$ cat config.mk
export PLATFORM = sky130hd
export DESIGN_NAME = jogo_sequencia_param
export DESIGN_NICKNAME = d
export VERILOG_FILES = /design/src/rtl/jogo_pkg.sv /design/src/rtl/detector_jogada.sv /design/src/rtl/jogo_sequencia_param.sv
export SDC_FILE = /design/constraint.sdc
export NUM_CORES = 1
export LEC_CHECK = 0
export CORE_UTILIZATION = 45
export CTS_BUF_LIST = sky130_fd_sc_hd__clkbuf_8
export CTS_CLUSTER_DIAMETER = 50
export DETAILED_ROUTE_END_ITERATION = 16
export GPL_TIMING_DRIVEN = 0
export SKIP_LAST_GASP = 1
export SYNTH_ARGS = -nofsm -noshare
export SYNTH_HDL_FRONTEND = slang
export SYNTH_SLANG_ARGS = --single-unit
$ cat constraint.sdc
create_clock -name clock -period 3.7 [get_ports clock]
set_input_delay 0.925 -clock clock [delete_from_list [all_inputs] [get_ports clock]]
set_output_delay 0.925 -clock clock [all_outputs]
set_load 0.01 [all_outputs]
$ cat src/rtl/jogo_pkg.sv
// rtl/jogo_pkg.sv - state encoding, LFSR taps and helper functions for the memory game core
package jogo_pkg;

    // Fixed codes so db_estado can drive a hex 7-segment digit directly.
    typedef enum logic [3:0] {
        INICIAL     = 4'h0,
        PREPARA     = 4'h1,
        MOSTRA      = 4'h2,
        INTERVALO   = 4'h3,
        ESPERA      = 4'h4,
        REGISTRA    = 4'h5,
        COMPARA     = 4'h6,
        PROXIMO     = 4'h7,
        NOVA_RODADA = 4'h8,
        FIM_ACERTO  = 4'hA,
        FIM_ERRO    = 4'hE,
        FIM_TIMEOUT = 4'hF
    } estado_t;

    // x^8 + x^6 + x^5 + x^4 + 1 : feedback taps on bits 7, 5, 4, 3.
    localparam logic [7:0] LFSR_TAPS = 8'hB8;

    // Ceiling log2, never below 1 so a width derived from it is always legal.
    function automatic int clog2(input int valor);
        int r;
        int v;
        r = 0;
        v = valor - 1;
        while (v > 0) begin
            r++;
            v = v >> 1;
        end
        return (r < 1) ? 1 : r;
    endfunction

    // One-hot decode of a button index (up to 16 buttons).
    function automatic logic [15:0] onehot(input logic [3:0] indice);
        return 16'h0001 << indice;
    endfunction

    // One Fibonacci LFSR step: shift left, feedback enters at bit 0.
    function automatic logic [7:0] lfsr_passo(input logic [7:0] s);
        return {s[6:0], ^(s & LFSR_TAPS)};
    endfunction

endpackage

$ cat src/rtl/detector_jogada.sv
// rtl/detector_jogada.sv - press edge detector and button index decoder
// Ports:
//   clock, reset      rising-edge clock, asynchronous active-low reset
//   chaves            raw button levels (already synchronised)
//   pulso             high in the cycle chaves goes from all-zero to non-zero
//   indice            binary index of the lowest pressed button
//   onehot_ok         exactly one button is pressed
module detector_jogada #(
    parameter int N_BOTOES = 4,
    parameter int W        = 2
) (
    input  logic                clock,
    input  logic                reset,
    input  logic [N_BOTOES-1:0] chaves,
    output logic                pulso,
    output logic [W-1:0]        indice,
    output logic                onehot_ok
);

    logic [N_BOTOES-1:0] chaves_q;

    // Tracks chaves every cycle regardless of the game state, so a key
    // already held when the core starts listening never counts as a press.
    always_ff @(posedge clock or negedge reset) begin
        if (!reset) begin
            chaves_q <= '0;
        end else begin
            chaves_q <= chaves;
        end
    end

    // Combinational so the press is accepted on the same edge it is seen.
    assign pulso = (chaves_q == '0) && (chaves != '0);

    always_comb begin
        indice = '0;
        for (int i = N_BOTOES - 1; i >= 0; i--) begin
            if (chaves[i]) begin
                indice = W'(i);
            end
        end
    end

    assign onehot_ok = (chaves != '0) && ((chaves & (chaves - N_BOTOES'(1))) == '0);

endmodule

$ cat src/rtl/jogo_sequencia_param.sv
// rtl/jogo_sequencia_param.sv - parametrised memory game core: show sequence, check presses, grow per round
// Ports:
//   clock, reset                  rising-edge clock, asynchronous active-low reset
//   iniciar                       start/restart level, sampled in INICIAL and FIM_*
//   chaves                        button levels
//   nivel_jogadas, nivel_tempo    difficulty levels, latched in PREPARA
//   leds                          registered LED drive (sequence or mirrored buttons)
//   acertou, errou, timeout       result flags, held until the next start
//   pronto                        high in any FIM_* state
//   db_estado/db_rodada/db_contagem/db_jogada   debug: state, round, element index, last press
module jogo_sequencia_param
    import jogo_pkg::*;
#(
    parameter int         N_BOTOES       = 4,
    parameter int         MAX_RODADAS    = 16,
    parameter int         TIMEOUT_CICLOS = 5000,
    parameter int         SHOW_CICLOS    = 1000,
    parameter int         GAP_CICLOS     = 250,
    parameter logic [7:0] SEMENTE        = 8'hA5,
    localparam int        W              = clog2(N_BOTOES)
) (
    input  logic                clock,
    input  logic                reset,
    input  logic                iniciar,
    input  logic [N_BOTOES-1:0] chaves,
    input  logic                nivel_jogadas,
    input  logic                nivel_tempo,
    output logic [N_BOTOES-1:0] leds,
    output logic                acertou,
    output logic                errou,
    output logic                timeout,
    output logic                pronto,
    output logic [3:0]          db_estado,
    output logic [5:0]          db_rodada,
    output logic [5:0]          db_contagem,
    output logic [W-1:0]        db_jogada
);

    localparam int RW    = clog2(MAX_RODADAS);
    localparam int T_MAX = (TIMEOUT_CICLOS > SHOW_CICLOS)
                         ? ((TIMEOUT_CICLOS > GAP_CICLOS) ? TIMEOUT_CICLOS : GAP_CICLOS)
                         : ((SHOW_CICLOS > GAP_CICLOS) ? SHOW_CICLOS : GAP_CICLOS);
    localparam int TW    = clog2(T_MAX + 1);

    estado_t             estado, estado_n;
    logic [5:0]          rodada, rodada_n;
    logic [5:0]          idx, idx_n;
    logic [TW-1:0]       timer, timer_n;
    logic [7:0]          lfsr;
    logic [W-1:0]        mem [MAX_RODADAS];
    logic                nj_q, nj_n, nt_q, nt_n;
    logic [W-1:0]        jogada_q, jogada_n;
    logic                ok_q, ok_n;
    logic                acertou_q, acertou_n;
    logic                errou_q, errou_n;
    logic                timeout_q, timeout_n;
    logic [N_BOTOES-1:0] leds_q, leds_n;
    logic                mem_we;
    logic [RW-1:0]       mem_waddr;
    logic [W-1:0]        novo_elemento;
    logic [W-1:0]        mem_rd_n;
    logic [5:0]          ultima_rodada;
    logic [TW-1:0]       ultimo_tick;
    logic                pulso, onehot_ok;
    logic [W-1:0]        indice;

    detector_jogada #(
        .N_BOTOES (N_BOTOES),
        .W        (W)
    ) u_detector (
        .clock     (clock),
        .reset     (reset),
        .chaves    (chaves),
        .pulso     (pulso),
        .indice    (indice),
        .onehot_ok (onehot_ok)
    );

    assign novo_elemento = W'(lfsr % 8'(N_BOTOES));
    assign ultima_rodada = nj_q ? 6'(MAX_RODADAS - 1) : 6'(MAX_RODADAS / 2 - 1);
    assign ultimo_tick   = nt_q ? TW'(TIMEOUT_CICLOS / 2 - 1) : TW'(TIMEOUT_CICLOS - 1);

    always_comb begin
        estado_n  = estado;
        rodada_n  = rodada;
        idx_n     = idx;
        timer_n   = timer;
        nj_n      = nj_q;
        nt_n      = nt_q;
        jogada_n  = jogada_q;
        ok_n      = ok_q;
        acertou_n = acertou_q;
        errou_n   = errou_q;
        timeout_n = timeout_q;
        mem_we    = 1'b0;
        mem_waddr = '0;

        case (estado)
            INICIAL, FIM_ACERTO, FIM_ERRO, FIM_TIMEOUT: begin
                if (iniciar) begin
                    estado_n = PREPARA;
                end
            end
            PREPARA: begin
                acertou_n = 1'b0;
                errou_n   = 1'b0;
                timeout_n = 1'b0;
                rodada_n  = '0;
                idx_n     = '0;
                timer_n   = '0;
                nj_n      = nivel_jogadas;
                nt_n      = nivel_tempo;
                mem_we    = 1'b1;
                mem_waddr = '0;
                estado_n  = MOSTRA;
            end
            MOSTRA: begin
                if (timer == TW'(SHOW_CICLOS - 1)) begin
                    timer_n  = '0;
                    estado_n = INTERVALO;
                end else begin
                    timer_n = timer + TW'(1);
                end
            end
            INTERVALO: begin
                if (timer == TW'(GAP_CICLOS - 1)) begin
                    timer_n = '0;
                    if (idx == rodada) begin
                        idx_n    = '0;
                        estado_n = ESPERA;
                    end else begin
                        idx_n    = idx + 6'd1;
                        estado_n = MOSTRA;
                    end
                end else begin
                    timer_n = timer + TW'(1);
                end
            end
            ESPERA: begin
                // A press on the final tick still wins over the timeout.
                if (pulso) begin
                    jogada_n = indice;
                    ok_n     = onehot_ok;
                    timer_n  = '0;
                    estado_n = REGISTRA;
                end else if (timer == ultimo_tick) begin
                    timer_n   = '0;
                    timeout_n = 1'b1;
                    estado_n  = FIM_TIMEOUT;
                end else begin
                    timer_n = timer + TW'(1);
                end
            end
            REGISTRA: begin
                estado_n = COMPARA;
            end
            COMPARA: begin
                if (!ok_q || (jogada_q != mem[RW'(idx)])) begin
                    errou_n  = 1'b1;
                    estado_n = FIM_ERRO;
                end else if (idx != rodada) begin
                    estado_n = PROXIMO;
                end else if (rodada == ultima_rodada) begin
                    acertou_n = 1'b1;
                    estado_n  = FIM_ACERTO;
                end else begin
                    estado_n = NOVA_RODADA;
                end
            end
            PROXIMO: begin
                idx_n    = idx + 6'd1;
                timer_n  = '0;
                estado_n = ESPERA;
            end
            NOVA_RODADA: begin
                rodada_n  = rodada + 6'd1;
                mem_we    = 1'b1;
                mem_waddr = RW'(rodada + 6'd1);
                idx_n     = '0;
                timer_n   = '0;
                estado_n  = MOSTRA;
            end
            default: begin
                estado_n = INICIAL;
            end
        endcase
    end

    // LED register is loaded from the next state so the display lines up
    // exactly with the MOSTRA cycles; bypass covers mem[0] written in PREPARA.
    always_comb begin
        if (mem_we && (mem_waddr == RW'(idx_n))) begin
            mem_rd_n = novo_elemento;
        end else begin
            mem_rd_n = mem[RW'(idx_n)];
        end
        case (estado_n)
            MOSTRA:                             leds_n = N_BOTOES'(onehot(4'(mem_rd_n)));
            ESPERA, REGISTRA, COMPARA, PROXIMO: leds_n = chaves;
            default:                            leds_n = '0;
        endcase
    end

    always_ff @(posedge clock or negedge reset) begin
        if (!reset) begin
            estado    <= INICIAL;
            rodada    <= '0;
            idx       <= '0;
            timer     <= '0;
            lfsr      <= SEMENTE;
            nj_q      <= 1'b0;
            nt_q      <= 1'b0;
            jogada_q  <= '0;
            ok_q      <= 1'b0;
            acertou_q <= 1'b0;
            errou_q   <= 1'b0;
            timeout_q <= 1'b0;
            leds_q    <= '0;
            for (int i = 0; i < MAX_RODADAS; i++) begin
                mem[i] <= '0;
            end
        end else begin
            estado    <= estado_n;
            rodada    <= rodada_n;
            idx       <= idx_n;
            timer     <= timer_n;
            lfsr      <= lfsr_passo(lfsr);
            nj_q      <= nj_n;
            nt_q      <= nt_n;
            jogada_q  <= jogada_n;
            ok_q      <= ok_n;
            acertou_q <= acertou_n;
            errou_q   <= errou_n;
            timeout_q <= timeout_n;
            leds_q    <= leds_n;
            if (mem_we) begin
                mem[mem_waddr] <= novo_elemento;
            end
        end
    end

    assign leds        = leds_q;
    assign acertou     = acertou_q;
    assign errou       = errou_q;
    assign timeout     = timeout_q;
    assign pronto      = (estado == FIM_ACERTO) || (estado == FIM_ERRO) || (estado == FIM_TIMEOUT);
    assign db_estado   = estado;
    assign db_rodada   = rodada;
    assign db_contagem = idx;
    assign db_jogada   = jogada_q;

endmodule

==> metrics.txt <==
outcome=complete, no violations; I/O Buffers=34; Rows=37; CP Class=register to register; area share of the largest cell type after synthesis=41.2%; IO Count=35; Synth Register Bits=85; HPWL after DPL=9.06 mm; crit path time final=3.44 ns; Simple-Gate Fraction of Synth Area=around a fifth; Adder-Cell Fraction of Synth Area=1.02%; Routed Antenna Nets=0; Clock Pin Slew Worst Setup and Hold Paths=0.08 ns; CTS tree=yes; CTS max path bufs=2; Yosys cell types=70; number of global-route vias before repair=3880; Pwr Density=approximately 520 nW/µm²; Clk Latency, worst-skew pair=0.37 ns; WL final=12.1 mm; EDFF count, synth=0; normalized max-slew margin=between 40% and 50%; critical path arrival=3.70 ns; post-synthesis compound-gate area fraction=between 10% and 20%; Setup TNS=0 ns; Via-to-Cell Ratio=5.82; final setup vio count=0; WL/cell=18.0 µm; XOR/XNOR Fraction of Synth Area=3.74%; post-CTS setup buffers=0; DP Worst Slack=around 0.043 ns; cell taking the most area after synthesis=dfrtp_1; die area=approximately 11000 µm²; TritonCTS buffer count=9; Syn Nets=496; overall power=a little under 3 mW; gpl congestion=0.890; Crit Path Max Fanout=9; Slew @ Worst Pin=between 0.7 and 0.8 ns; max-slew violations=0; # hold bufs at CTS=0; crit path max-delay cell type=or4_4; synthesized netlist cell count=~480; DRC=0; first-pass GRT wire length=20.4 mm; gr usage total=23.2%; worst hold path type=register to register; initial drt markers=226; Fmax=a little under 300 MHz; # nets final=542; Main synth FF type=dfrtp_1; final cycle utilization of the critical path=93.0%; CP Capture Type=register; final worst setup slack=approximately 0.26 ns; leakage=2.35 nW; Area Overhead vs Synth=15.2%; antenna violations before repair=0; clk root buf=clkbuf_8; asr flop ratio synth=100%; top post-synthesis cells by area=dfrtp_1 (41%), mux2_2 (7.8%), mux4_2 (4.6%), nand2_1 (2.9%), xnor2_1 (2.8%); fraction of layout cells with a size suffix above 1=16.5%; DIE WIDTH=107 µm; ANT cells=0; count of TritonRoute iterations in the first routing pass=5; clock skew=about 0.018 ns; most common cell in the netlist=dfrtp_1; post-CTS sizing=0; RSZ-0062 raised after global routing=false; Initial Util=between 40% and 50%; Worst path top cell family by delay=simple AND/OR/NAND/NOR gates; sequential fraction of the synthesis area=a little over two fifths; largest family of logic cells by synthesized area=simple AND/OR/NAND/NOR gates; Fin. Hold Viols=0; YS warnings=0; type of origin of the critical path=register; MaxCap Viol Count=0; mapped cell area=just under 5000 µm²; Die Ht=107 µm; Required @ worst endpoint=a little under 4 ns; Peak VDD IR=0.245 mV; post-synthesis mux area share=between 10% and 20%; largest net degree at the start of global routing=55; Placeable Area=10500 µm²; Largest stage delay, worst path=0.60 ns; GR Overflow Total=0; ordered list of cells on the worst path=or3_4, or4_4, a21o_4, and2_4, or2_1, buf_6, mux2_1, o211ai_1, nor3b_1, a22o_1; routed vias=3898; CTS Sinks=85; top cells by count, synth=dfrtp_1 (81), nand2_1 (38), nor2_1 (36), mux2_2 (34), o21ai_0 (26); Mapped Avg Cell Area=~10 µm²; WP buf/inv=1; H-tree levels=3; Fin Hold WS=0.357 ns
-- cells in the final DEF, fill, tap and decap left out, types with 6 or more instances in the layout --
cell	count
xnor2_1	16
and2_1	6
mux2_2	34
o21ai_0	26
clkbuf_8	10
nand2_1	38
inv_1	12
mux2i_1	8
nand3_1	21
clkbuf_1	19
nand2b_1	8
nor3_1	16
mux4_2	10
o31ai_1	7
clkdlybuf4s50_1	33
nor2b_1	9
dfrtp_1	81
nor2_1	36
a21oi_1	18
-- kinds of logic after synthesis --
family                     after synthesis
and+or+nand+nor                        175
DFF                                     85
xor gates and xnor gates                21
buffers and inverters                   37
muxes                                   58
AOI/OAI and AO/OA                      103
adders and majority gates                4
-- path summary, 6_finish.rpt --
| kind | startpoint | endpoint | slack, ns | depth (start not counted) |
|---|---|---|---|---|
| max | timer[2] | leds[2] | 0.26 | 10 |
| min | lfsr[6] | lfsr[7] | 0.36 | 0 |
| max reg2reg | timer[2] | leds[2] | 0.26 | 10 |
| min reg2reg | lfsr[6] | lfsr[7] | 0.36 | 0 |
| max in group asynchronous | reset | lfsr[2] | 2.55 | 2 |
| min in group asynchronous | reset | timer[6] | 0.48 | 1 |
-- routing by layer --
metal | track usage, % | share of wire (%) | routed length [µm] | vias up
li1 | - | - | - | 1866
met1 | 32.0 | 47 | 5660 | 1922
met2 | 36.5 | 47 | 5670 | 83
met3 | 3.65 | 4.2 | 511 | 27
met4 | 9.88 | 2.0 | 238 | 0
met5 | 0 | 0 | 0 | -
-- area by class of cell --
class	instances	area, µm²
fill	965	4790
multi-input combinational	361	2670
sequential	85	2130
timing repair buffer	35	365
tap	136	170
clock buffer	10	138
buffer	26	118
inverter	11	41.3
clock inverter	6	40.0
-- where the power goes --
| part | leakage [nW] | internal [mW] | total [mW] | switching, mW |
|---|---|---|---|---|
| Clock | 0.0974 | 0.261 | 0.603 | 0.342 |
| Sequential | 1.14 | 1.03 | 1.14 | 0.112 |
| Combinational | 1.11 | 0.502 | 1.19 | 0.686 |
-- registers in the layout, indices dropped and copies added (netlist names) --
signal,flops
lfsr,8
db_rodada,6
db_contagem,6
nj_q,1
timeout,1
u_detector.chaves_q,4
errou,1
acertou,1
db_estado,4
leds,4
ok_q,1
db_jogada,2
mem,32
timer,13
nt_q,1
-- through the flow --
stage / instances / utilization [%] / instance area [µm²]
after global placement: 653 / 51.9 / 5430
after floorplan: 483 / - / 4920
final: 670 / 54.2 / 5670
after CTS: 670 / 53.9 / 5640
after detailed placement: 654 / 52.2 / 5460
after global routing: 670 / 54.2 / 5670
Note: power is estimated with default switching activity, not from simulation.
